$ cat config.mk
export PLATFORM = sky130hd
export DESIGN_NAME = bf16_fma_vector_engine
export DESIGN_NICKNAME = d
export VERILOG_FILES = /design/src/rtl/bf16_fma_vector_engine.sv
export SDC_FILE = /design/constraint.sdc
export NUM_CORES = 1
export LEC_CHECK = 0
export BUFFER_PORTS_ARGS = -buffer_cell sky130_fd_sc_hd__buf_2
export CORE_MARGIN = 2
export CORE_UTILIZATION = 28
export CTS_CLUSTER_SIZE = 25
export DETAILED_ROUTE_END_ITERATION = 6
export SKIP_CTS_REPAIR_TIMING = 1
export SLEW_MARGIN = 15
export SYNTH_ARGS = -nofsm -noshare
export SYNTH_HDL_FRONTEND = slang
export SYNTH_SLANG_ARGS = --single-unit
$ cat constraint.sdc
create_clock -name clk_i -period 5.8 [get_ports clk_i]
set_clock_uncertainty 0.15 [all_clocks]
set_input_delay 0 -clock clk_i [delete_from_list [all_inputs] [get_ports clk_i]]
set_output_delay 0 -clock clk_i [all_outputs]
set_load 0.03 [all_outputs]
$ cat src/rtl/bf16_fma_vector_engine.sv
// bf16_fma_vector_engine
// Self-running stimulus/response checker for a combinational bfloat16 FMA
// (result = A*B + C, plus overflow flag). A host loads {A,B,C,exp_res,exp_ov}
// vectors into local storage. Each start then replays num_vec of them through
// the FMA and compares the results bit-exactly against the expected values.
// Ports:
//   clk_i, rst_ni          clock, asynchronous active-low reset
//   cfg_we_i/addr_i/wdata_i host write of one vector slot (dropped while busy)
//   num_vec_i, start_i     run length (clamped to DEPTH) and start pulse
//   fma_a_o/b_o/c_o        registered operands to the FMA
//   fma_result_i, fma_ov_i FMA response
//   busy_o, done_o, pass_o run status
//   err_count_o            saturating mismatch count
//   first_fail_idx_o/res_o slot index and {result,ov} of the first mismatch
module bf16_fma_vector_engine #(
  parameter int unsigned DEPTH  = 16,
  parameter int unsigned AW     = 4,
  parameter int unsigned SETTLE = 2,
  parameter int unsigned CW     = 8
) (
  input  logic          clk_i,
  input  logic          rst_ni,
  input  logic          cfg_we_i,
  input  logic [AW-1:0] cfg_addr_i,
  input  logic [64:0]   cfg_wdata_i,
  input  logic [AW:0]   num_vec_i,
  input  logic          start_i,
  output logic [15:0]   fma_a_o,
  output logic [15:0]   fma_b_o,
  output logic [15:0]   fma_c_o,
  input  logic [15:0]   fma_result_i,
  input  logic          fma_ov_i,
  output logic          busy_o,
  output logic          done_o,
  output logic          pass_o,
  output logic [CW-1:0] err_count_o,
  output logic [AW-1:0] first_fail_idx_o,
  output logic [16:0]   first_fail_res_o
);

  localparam int unsigned SW = (SETTLE > 1) ? $clog2(SETTLE + 1) : 1;

  typedef enum logic [2:0] {StIdle, StIssue, StWait, StCheck, StDone} state_e;

  state_e        state_q, state_d;
  logic [AW-1:0] idx_q, idx_d;
  logic [AW:0]   num_q, num_d;
  logic [SW-1:0] wcnt_q, wcnt_d;
  logic [15:0]   a_q, a_d, b_q, b_d, c_q, c_d;
  logic          busy_q, busy_d, done_q, done_d;
  logic [CW-1:0] err_q, err_d;
  logic [AW-1:0] ff_idx_q, ff_idx_d;
  logic [16:0]   ff_res_q, ff_res_d;

  logic [64:0]   mem_q [DEPTH];
  logic [64:0]   vec;
  logic          start_acc, cfg_wr, mismatch, last_vec;
  logic [AW:0]   num_clamped;

  // Start and host writes are only honoured while no run is in flight.
  assign start_acc   = start_i && !busy_q;
  assign cfg_wr      = cfg_we_i && !busy_q;
  assign vec         = mem_q[idx_q];
  assign mismatch    = ({fma_result_i, fma_ov_i} != vec[16:0]);
  assign last_vec    = ({1'b0, idx_q} == (num_q - 1'b1));
  assign num_clamped = (num_vec_i > (AW+1)'(DEPTH)) ? (AW+1)'(DEPTH) : num_vec_i;

  // Vector storage is deliberately not reset.
  always_ff @(posedge clk_i) begin
    if (cfg_wr) begin
      mem_q[cfg_addr_i] <= cfg_wdata_i;
    end
  end

  always_comb begin
    state_d  = state_q;
    idx_d    = idx_q;
    num_d    = num_q;
    wcnt_d   = wcnt_q;
    a_d      = a_q;
    b_d      = b_q;
    c_d      = c_q;
    busy_d   = busy_q;
    done_d   = done_q;
    err_d    = err_q;
    ff_idx_d = ff_idx_q;
    ff_res_d = ff_res_q;
    unique case (state_q)
      StIdle, StDone: begin
        if (start_acc) begin
          err_d    = '0;
          ff_idx_d = '0;
          ff_res_d = '0;
          done_d   = 1'b0;
          busy_d   = 1'b1;
          idx_d    = '0;
          num_d    = num_clamped;
          state_d  = (num_clamped == '0) ? StDone : StIssue;
        end else if (state_q == StDone && busy_q) begin
          // done lags entry to StDone by one cycle so the final error
          // update is already visible when done rises.
          done_d = 1'b1;
          busy_d = 1'b0;
        end
      end
      StIssue: begin
        a_d     = vec[64:49];
        b_d     = vec[48:33];
        c_d     = vec[32:17];
        wcnt_d  = '0;
        state_d = StWait;
      end
      StWait: begin
        if (wcnt_q == SW'(SETTLE - 1)) begin
          state_d = StCheck;
        end else begin
          wcnt_d = wcnt_q + 1'b1;
        end
      end
      StCheck: begin
        if (mismatch) begin
          if (err_q != '1) begin
            err_d = err_q + 1'b1;
          end
          if (err_q == '0) begin
            ff_idx_d = idx_q;
            ff_res_d = {fma_result_i, fma_ov_i};
          end
        end
        if (last_vec) begin
          state_d = StDone;
        end else begin
          idx_d   = idx_q + 1'b1;
          state_d = StIssue;
        end
      end
      default: state_d = StIdle;
    endcase
  end

  always_ff @(posedge clk_i or negedge rst_ni) begin
    if (!rst_ni) begin
      state_q  <= StIdle;
      idx_q    <= '0;
      num_q    <= '0;
      wcnt_q   <= '0;
      a_q      <= '0;
      b_q      <= '0;
      c_q      <= '0;
      busy_q   <= 1'b0;
      done_q   <= 1'b0;
      err_q    <= '0;
      ff_idx_q <= '0;
      ff_res_q <= '0;
    end else begin
      state_q  <= state_d;
      idx_q    <= idx_d;
      num_q    <= num_d;
      wcnt_q   <= wcnt_d;
      a_q      <= a_d;
      b_q      <= b_d;
      c_q      <= c_d;
      busy_q   <= busy_d;
      done_q   <= done_d;
      err_q    <= err_d;
      ff_idx_q <= ff_idx_d;
      ff_res_q <= ff_res_d;
    end
  end

  assign fma_a_o          = a_q;
  assign fma_b_o          = b_q;
  assign fma_c_o          = c_q;
  assign busy_o           = busy_q;
  assign done_o           = done_q;
  assign pass_o           = done_q && (err_q == '0);
  assign err_count_o      = err_q;
  assign first_fail_idx_o = ff_idx_q;
  assign first_fail_res_o = ff_res_q;

endmodule

-- After elaboration in Yosys (flattened, before gate mapping)
Memories as Yosys holds them, arrays and structs flattened.
Cells that the tools add are included.
- output and inout bits: 80
- word-level logic and storage cells: 80
- bits in writable memories: 1040
- register bits after elaboration: 93
- memories kept: 1
- input bits: 95
- memories (memory ; depth ; width ; rd ports ; clocked after Yosys merged registers in ; write ports ; RTL line ; RTL):
    mem_q ; 16 ; 65 ; 1 ; 0 ; 1 ; 55 ; logic [64:0] mem_q [DEPTH];
- $lt $le $gt $ge: 1
- muxes and demuxes: 28
- reduce and logical (&&, ||, !) cells: 19
- $add $sub $neg: 4
- equality and inequality tests: 15
- operators by type and width (kind ; number):
    $mux 17 ; 3
    $pmux 17 s2 ; 1
    $mux 8 ; 3
    $ne 17x17->1 ; 1
    $mux 4 ; 4
    $pmux 4 s2 ; 2
    $pmux 8 s2 ; 1
    $ne 2x2->1 const B ; 7
    $mux 3 ; 4
    $pmux 3 s4 ; 1
    $add 8x1->8 const B ; 1
    $logic_not 8->1 ; 1
    $ne 8x8->1 const B ; 1
    $reduce_and 2->1 ; 4
    $reduce_and 4->1 ; 2
    $eq 3x2->1 const B ; 2
    $mux 1 ; 6
    $reduce_bool 2->1 ; 3
    $eq 4x5->1 ; 1
    $gt 5x5->1 const B ; 1
    $logic_not 5->1 ; 1
    $mux 5 ; 1
    $sub 5x1->5 const B ; 1
    $add 4x1->4 const B ; 1
    11 further kinds ; 14

-- Logic depth before layout (Yosys ltp)
Gate-level depths: netlist (run 1).
- word-level depth: 6
- gate-level depth with buffers: 14
- mapped depth without buffers: 10

-- Worst setup path before layout (run 1)
Ideal clock, no wire load.
- kind: register to register
- start point: register busy_q, in the netlist busy_o
- end point: memory mem_q[0][0] (enable)
- buffers on the path: 0
- data arrival time: 5.532 ns
- library setup time: 0.569 ns
- clock period less this slack: 6.251 ns
- slack: -0.451 ns
- stages on the path, launching flop included: 4
- data required time: 5.081 ns
- cell sequence: dfrtp_1 > nand2b_1 > or3_1 > nor3_1
- cells in the longest elaborated chain, start to end: 4
- RTL lines (element ; RTL line ; RTL):
    start, declared ; 50 ; logic busy_q, busy_d, done_q, done_d;
    start signal, assigned ; 163 ; busy_q <= busy_d;
    $logic_not 1->1 ; 62 ; assign cfg_wr = cfg_we_i && !busy_q;
    $logic_and 1x1->1 ; 62 ;
    $mux 1 ; 70 ; if (cfg_wr) begin
    $mux 1 (implied by the code) ; 71 ; mem_q[cfg_addr_i] <= cfg_wdata_i;
    end, declared ; 55 ;
No other way between the ends.

-- Worst setup path after layout (run 1)
- start point: register idx_q[1]
- end point: register ff_res_q[2], in the netlist first_fail_res_o[2]
- cells in the longest elaborated chain, start to end: 4
- RTL lines (element ; RTL line ; RTL):
    start, declared ; 46 ; logic [AW-1:0] idx_q, idx_d;
    start signal, assigned ; 157 ; idx_q <= idx_d;
    $mem_v2 16x65 ; - ;
    $ne 17x17->1 ; 64 ; assign mismatch = ({fma_result_i, fma_ov_i} != vec[16:0]);
    $ne 2x2->1 (no line) ; - ;
    $reduce_and 4->1 (no line) ; - ;
    end signal, assigned ; 167 ; ff_res_q <= ff_res_d;
    end, declared ; 53 ; logic [16:0] ff_res_q, ff_res_d;
No other way between the ends.
A chain may end at the register's enable or synchronous reset.

==> results of run 1 <==
==> where the power goes <==
group	leakage (nW)	switching, mW	internal (mW)
clock network	1.78	3.11	4.04
logic	4.33	2.87	2.64
registers	10.5	0.517	9.26
total	16.6	6.49	15.9
==> metrics by stage <==
| stage | utilization | cell area (um2) |
|---|---|---|
| after global placement | 0.3044 | 47430 |
| after global routing | 0.3356 | 52300 |
| after CTS | 0.3278 | 51090 |
| final | 0.3356 | 52310 |
| after floorplan | - | 43850 |
| after detailed placement | 0.3044 | 47430 |
==> kinds of logic (layout without fill, tap and decap cells) <==
kind of cell,Yosys count,count (layout)
fa+ha+maj,5,5
compound gates,89,89
buf+inv,136,591
xor+xnor,23,23
flops,1133,1133
mux,412,412
simple gates,174,174
other cells,0,4
==> registers in the layout (all words and copies together) (netlist names) <==
signal / count
mem_q: 1040
first_fail_res_o: 17
fma_a_o: 16
fma_b_o: 16
fma_c_o: 16
err_count_o: 8
num_q: 5
first_fail_idx_o: 4
idx_q: 4
state_q: 3
wcnt_q: 2
busy_o: 1
done_o: 1
==> worst paths after layout <==
kind	start	to	slack, ns
worst max register to register	idx_q[1]$_DFFE_PN0P_	first_fail_res_o[2]$_DFFE_PN0P_	1.60
min in group asynchronous	rst_ni	first_fail_res_o[1]$_DFFE_PN0P_	0.32
worst min-delay path	num_vec_i[4]	num_q[4]$_DFFE_PN0P_	0.006
max in group asynchronous	rst_ni	fma_c_o[5]$_DFFE_PN0P_	4.52
worst max-delay path	idx_q[1]$_DFFE_PN0P_	first_fail_res_o[2]$_DFFE_PN0P_	1.60
worst min register to register	fma_c_o[5]$_DFFE_PN0P_	fma_c_o[5]$_DFFE_PN0P_	0.35
==> layout by cell type (no fill, tap or decap), types with 33 or more instances in the layout <==
master / Yosys / routed
buf_4: 3 / 34
clkbuf_16: 0 / 115
buf_2: 26 / 173
edfxtp_1: 1040 / 1040
mux4_2: 292 / 292
dfrtp_1: 93 / 89
mux2_2: 56 / 56
clkbuf_1: 46 / 33
mux2i_1: 63 / 63
inv_1: 39 / 39
dlygate4sd3_1: 0 / 118
nand2_1: 49 / 49
==> layer usage <==
layer,routed length [um],vias up
met5,117,-
met4,2197,18
met3,5752,156
met2,53100,567
met1,48170,11430
li1,-,8970
==> cell type report <==
cell class / instances / share of cell area
clock inverter: 57 / 0.01038
tap: 2058 / 0.04923
timing repair buffer: 339 / 0.04935
inverter: 39 / 0.002799
antenna: 4 / 0.0001914
sequential: 1133 / 0.6419
clock buffer: 156 / 0.05949
multi-input combinational: 703 / 0.1867
==> critical path, cell delays in order, from the launching register on <==
cell	delay [ns]
dfrtp_4	0.85
buf_4	0.60
mux4_2	0.40
mux2i_1	0.18
xnor2_1	0.14
nor2_1	0.06
a32oi_1	0.41
nor3_2	0.13
a21oi_2	0.52
buf_4	0.38
mux2i_1	0.24
==> reports/results.txt, run 1 <==
Via/cell ratio: 4.709
Total via count after detailed routing: 21.14k
Maximum capacitance violations: 0
Time the worst path needs with I/O delays and setup: 4.197 ns
Final routed wirelength across all metal layers: 109300 um
Post-route clock period utilization: 0.7236
Endpoint kind of the worst setup timing path: flop
Peak VDD IR: 303.3 uV
Half-perimeter wire length of the detailed placement result: 57350 um
FP Rows: 145
Syn Std Cell Area: 43830 um2
Io pins: 175
IO buf count: 174
Sequential element share of the synthesized area: 0.7656
Post-synth net total: 2072
Hold slack: 0.006198 ns
CTS clock-pin slew for the worst setup and hold paths: 0.06 ns
Total of warnings raised by yosys: 0
Clk sink count: 1133
Per-instance average area after synthesis: 22.23 um2
Crit path required time: 6.29 ns
Number of design rule violations left after detail routing: 0
Number of detailed-routing iterations run before antenna repair: 5
Share of flip-flops with an asynchronous set or reset after synthesis: 0.08208
Crit path arrival time: 4.69 ns
RSZ-0062 raised after global routing: no
Clock network latency to the later pin of the worst-skew pair: 0.73 ns
Power consumption: 22.43 mW
Inst Count DP: 4153
Number of endpoints failing setup at the final stage: 0
Overall routing resource usage: 0.1347
Adder-cell share of the synthesized area: 0.001427
Die X: 399.7 um
Leading area contributor after synthesis: edfxtp_1
Final net count: 2430
Final Worst Setup Slack: 1.603 ns
CP Launch Type: flop
Cells after Synth: 1972
Total Negative Setup Slacks: 0 ns
Most numerous cell in the Yosys netlist: edfxtp_1
Met2 usage: 0.2203
Max clock buf depth: 3
Number of inserted filler cells in the final layout: 14.51k
Antenna Nets Post-Route: 0
Initial core utilization: 0.2813
Share of the synthesized area in the top cell type: 0.7125
Reg area: 33570 um2
H-tree level count: 3
Vias in the first global route: 21.40k
Least-Margin Pin Slew: 1.044 ns
Layer with the highest usage: met2
Number of antenna violations at the first check in global routing: 19
Class of the tightest hold or removal check: in2reg
CTS tree: yes
Fraction of final layout cells sized beyond drive strength 1: 0.3169
Count of flip-flops with a built-in enable after synthesis: 1040
Wirelength per Cell: 24.36 um
Run status: completed
Register bit total from synthesis: 1133
Dominant combinational cell family by area after synthesis: multiplexers
Main synth FF type: edfxtp_1
Final estimated routing congestion in global placement: 0.7591
Dominant cells by area after synthesis: edfxtp_1 (71%), mux4_2 (15%), dfrtp_1 (5.3%)
R2R depth: 10
CTS Root Buffer Type: clkbuf_16
Post-synthesis to final-layout area growth: 19.33%
Die Area: 159700 um2
Chip height: 399.7 um
Leakage power summed over all cells: 16.61 nW
Pre-CTS setup slack: 1.564 ns
Area share of and/or/nand/nor cells after synthesis: 0.02015
Maximum achievable frequency: 0.2383 GHz
CTS buffer count: 114
Core area: 155800 um2
Cell Pwr Density: 428.8 nW/um2
Violation count after the first detailed-routing iteration: 2027
Met3 Resource Use GR: 0.02726
Final Hold Vio Count: 0
Final standard cell count with taps included and fillers excluded: 4489
Max-slew headroom at the worst pin: 0.3042
Critical path fanouts, max: 41
First-pass GRT wire length: 155600 um
Grt ovf: 0
GR Layer Usage met1: 0.1838
Share of cell area taken by muxes after synthesis: 0.1791
Combined area of the multi-input logic cells: 9766 um2
Max Transition Viols Final: 0
Maximum number of pins on one net before global-route repair: 137
Cell variety after synth: 66
Hold Path Cell Cnt: 3
Post-synthesis compound-gate area fraction: 0.01430
Post-synthesis xor/xnor area fraction: 0.004596
Classification of the worst setup path: reg2reg
Top cells by count, synth: edfxtp_1 (1040), mux4_2 (292), dfrtp_1 (93)
No activity file was read; power rests on OpenSTA's default activity.
==> inputs of run 2 (changes only) <==
==> constraint.sdc (replaced) <==
create_clock -name clk_i -period 3.6 [get_ports clk_i]
set_clock_uncertainty 0.15 [all_clocks]
set_input_delay 0 -clock clk_i [delete_from_list [all_inputs] [get_ports clk_i]]
set_output_delay 0 -clock clk_i [all_outputs]
set_load 0.03 [all_outputs]
==> reports/results.txt, run 2 (same netlist as run 1, synthesis figures left out) <==
Run status: finished, violations left
Violated checks: design-rule violations, negative hold slack
RSZ-0062 raised after global routing: no
Hold_sp: fma_result_i[6]
Cell at the slowest stage of the critical path: dfrtp_4
Via/cell ratio: 4.716 (+0.15%)
Total Negative Setup Slacks: 0 ns (unchanged)
Fraction of power consumed by combinational cells: 0.256 (+0.010)
Vias in the first global route: 21.30k (-0.47%)
Max Transition Viols Final: 0 (unchanged)
Most used cells in the layout excluding fill and tap cells: edfxtp_1 (1040), mux4_2 (292), buf_2 (173)
Number of design rule violations left after detail routing: 5 (+5)
Initial core utilization: 0.2813 (unchanged)
Switching share of total power: 0.2889 (-0.0004495)
Final net count: 2462 (+1.3%)
Number of detailed-routing iterations run before antenna repair: 7 (+2)
Leakage power summed over all cells: 16.88 nW (+1.6%)
Crit path required time: 4.04 ns (-2.25 ns)
Core area: 155800 um2 (unchanged)
Register containing the most flip-flops in the final layout: mem_q
CTS clock-pin slew for the worst setup and hold paths: 0.06 ns (about the same)
IO buf count: 174 (unchanged)
Switching Power: 10.58 mW (+63%)
Part of the total power dissipated in sequential elements: 0.424 (-0.012)
CP Launch Type: flop
Crit path arrival time: 3.77 ns (-0.92 ns)
Max-slew headroom at the worst pin: 0.3136 (+0.009413)
Least-Margin Pin Slew: 1.030 ns (-0.01412 ns)
Clock network latency to the later pin of the worst-skew pair: 0.73 ns (about the same)
Fraction of final layout cells sized beyond drive strength 1: 0.3238 (+0.006977)
Start point of the critical path: idx_q[0]$_DFFE_PN0P_
Wirelength per Cell: 24.51 um (+0.62%)
Chip height: 399.7 um (unchanged)
Share of total power in the clock network: 0.320 (about the same)
Setup slack of the worst register-to-register path: 0.27 ns (-1.33 ns)
Io pins: 175 (unchanged)
Cell internal pwr: 26.03 mW (+63%)
H-tree level count: 3 (unchanged)
Flip-flop count of the largest register after layout: 1040 (unchanged)
First-pass GRT wire length: 156700 um (+0.72%)
Final Hold Vio Count: 1 (+1)
Reg2reg start: idx_q[0]$_DFFE_PN0P_
Leading cell type in the layout, fill and taps excluded: edfxtp_1
Maximum achievable frequency: 0.3002 GHz (+26%)
CTS tree: yes
FP Rows: 145 (unchanged)
Clk sink count: 1133 (unchanged)
Cell Pwr Density: 691.5 nW/um2 (+61%)
Grt ovf: 0 (unchanged)
Class of the tightest hold or removal check: in2reg
CTS Root Buffer Type: clkbuf_16
Utilization of the core after routing: 0.3397 (+0.004086)
Post-synthesis to final-layout area growth: 20.78%
Total via count after detailed routing: 21.30k (+0.78%)
Die Area: 159700 um2 (unchanged)
Largest stage delay on the critical path: 0.45 ns (-0.40 ns)
Antenna Nets Post-Route: 0 (unchanged)
Hold slack: -0.01997 ns (-0.02617 ns)
Endpoint kind of the worst setup timing path: flop
Max clock buf depth: 3 (unchanged)
Overall routing resource usage: 0.1366 (+0.001908)
Maximum number of pins on one net before global-route repair: 114 (-17%)
Critical path fanouts, max: 23 (-44%)
Die X: 399.7 um (unchanged)
Peak VDD IR: 562.0 uV (+85%)
Half-perimeter wire length of the detailed placement result: 59710 um (+4.1%)
Number of endpoints failing setup at the final stage: 0 (unchanged)
Post-route clock period utilization: 0.9252 (+0.2016)
Number of antenna violations at the first check in global routing: 14 (-5)
Maximum capacitance violations: 0 (unchanged)
CP Cell Sequence: buf_12, buf_12, buf_4, mux2i_1, a22oi_1, a31oi_1, mux2i_1, nand3_1, nor4_2, a21oi_2, buf_12, mux2i_1
Violation count after the first detailed-routing iteration: 2027 (unchanged)
Final estimated routing congestion in global placement: 0.7839 (+3.3%)
Final routed wirelength across all metal layers: 110700 um (+1.2%)
Time the worst path needs with I/O delays and setup: 3.331 ns (-0.8662 ns)
CTS buffer count: 109 (-4.4%)
Classification of the worst setup path: reg2reg
run 2: cell count changes in the layout (fill, tap and decap cells not counted), sizes merged:
cell	previous run	this run
buf	221	256
bufinv	6	11
clkbuf	156	147
clkinv	43	37
dlygate4sd3	118	120
inv	42	43
run 2: area by class of cell:
| class | count | area (um2) |
|---|---|---|
| clock buffer | 147 | 3003 |
| timing repair buffer | 376 | 3202 |
| tap | 2058 | 2575 |
| sequential | 1133 | 33570 |
| inverter | 39 | 146.4 |
| clock inverter | 57 | 668.1 |
| fill | 14480 | 102900 |
| multi-input combinational | 703 | 9766 |
| antenna | 4 | 10.01 |
run 2: metal layers:
layer	vias up	part of all wire	track usage
met5	-	0.00070	0
met4	12	0.021	0.03363
met3	165	0.055	0.02999
met2	593	0.50	0.2279
met1	11490	0.43	0.1811
li1	9037	-	-
run 2: final timing paths:
kind | endpoint | depth (start not counted)
worst max-delay path | first_fail_res_o[11]$_DFFE_PN0P_ | 12
worst min-delay path | first_fail_res_o[7]$_DFFE_PN0P_ | 4
worst max register to register | first_fail_res_o[11]$_DFFE_PN0P_ | 12
worst min register to register | fma_c_o[7]$_DFFE_PN0P_ | 1
max in group asynchronous | idx_q[0]$_DFFE_PN0P_ | 4
min in group asynchronous | first_fail_res_o[3]$_DFFE_PN0P_ | 4
run 2: power groups by stage:
stage	logic, mW	registers, mW	clock network, mW
after detailed placement	9.38	15.8	0
after global routing	10.1	15.6	12.5
after CTS	9.41	15.6	12.0
final	9.36	15.5	11.7
after global placement	9.33	15.8	0
after floorplan	6.09	16.3	0
run 2: through the flow:
stage	instances	cell area (um2)	total power [mW]	setup WS, ns
detailed placement	4188	48030	25.22	0.2674
global route	4515	52940	38.19	0.02883
CTS	4392	51700	37.00	0.2654
global placement	4188	48030	25.16	0.2746
floorplan	1972	43890	22.35	-0.8894
finish	4517	52940	36.61	0.2691
run 2: worst max-delay path: cells and delay by family (launching register included):
family                 cells  cell delay (ns)
buffers and inverters      4             0.87
multiplexers               3             0.69
AO/OA/AOI/OAI              3             0.53
AND/OR/NAND/NOR            2             0.47
flip-flops                 1             0.45
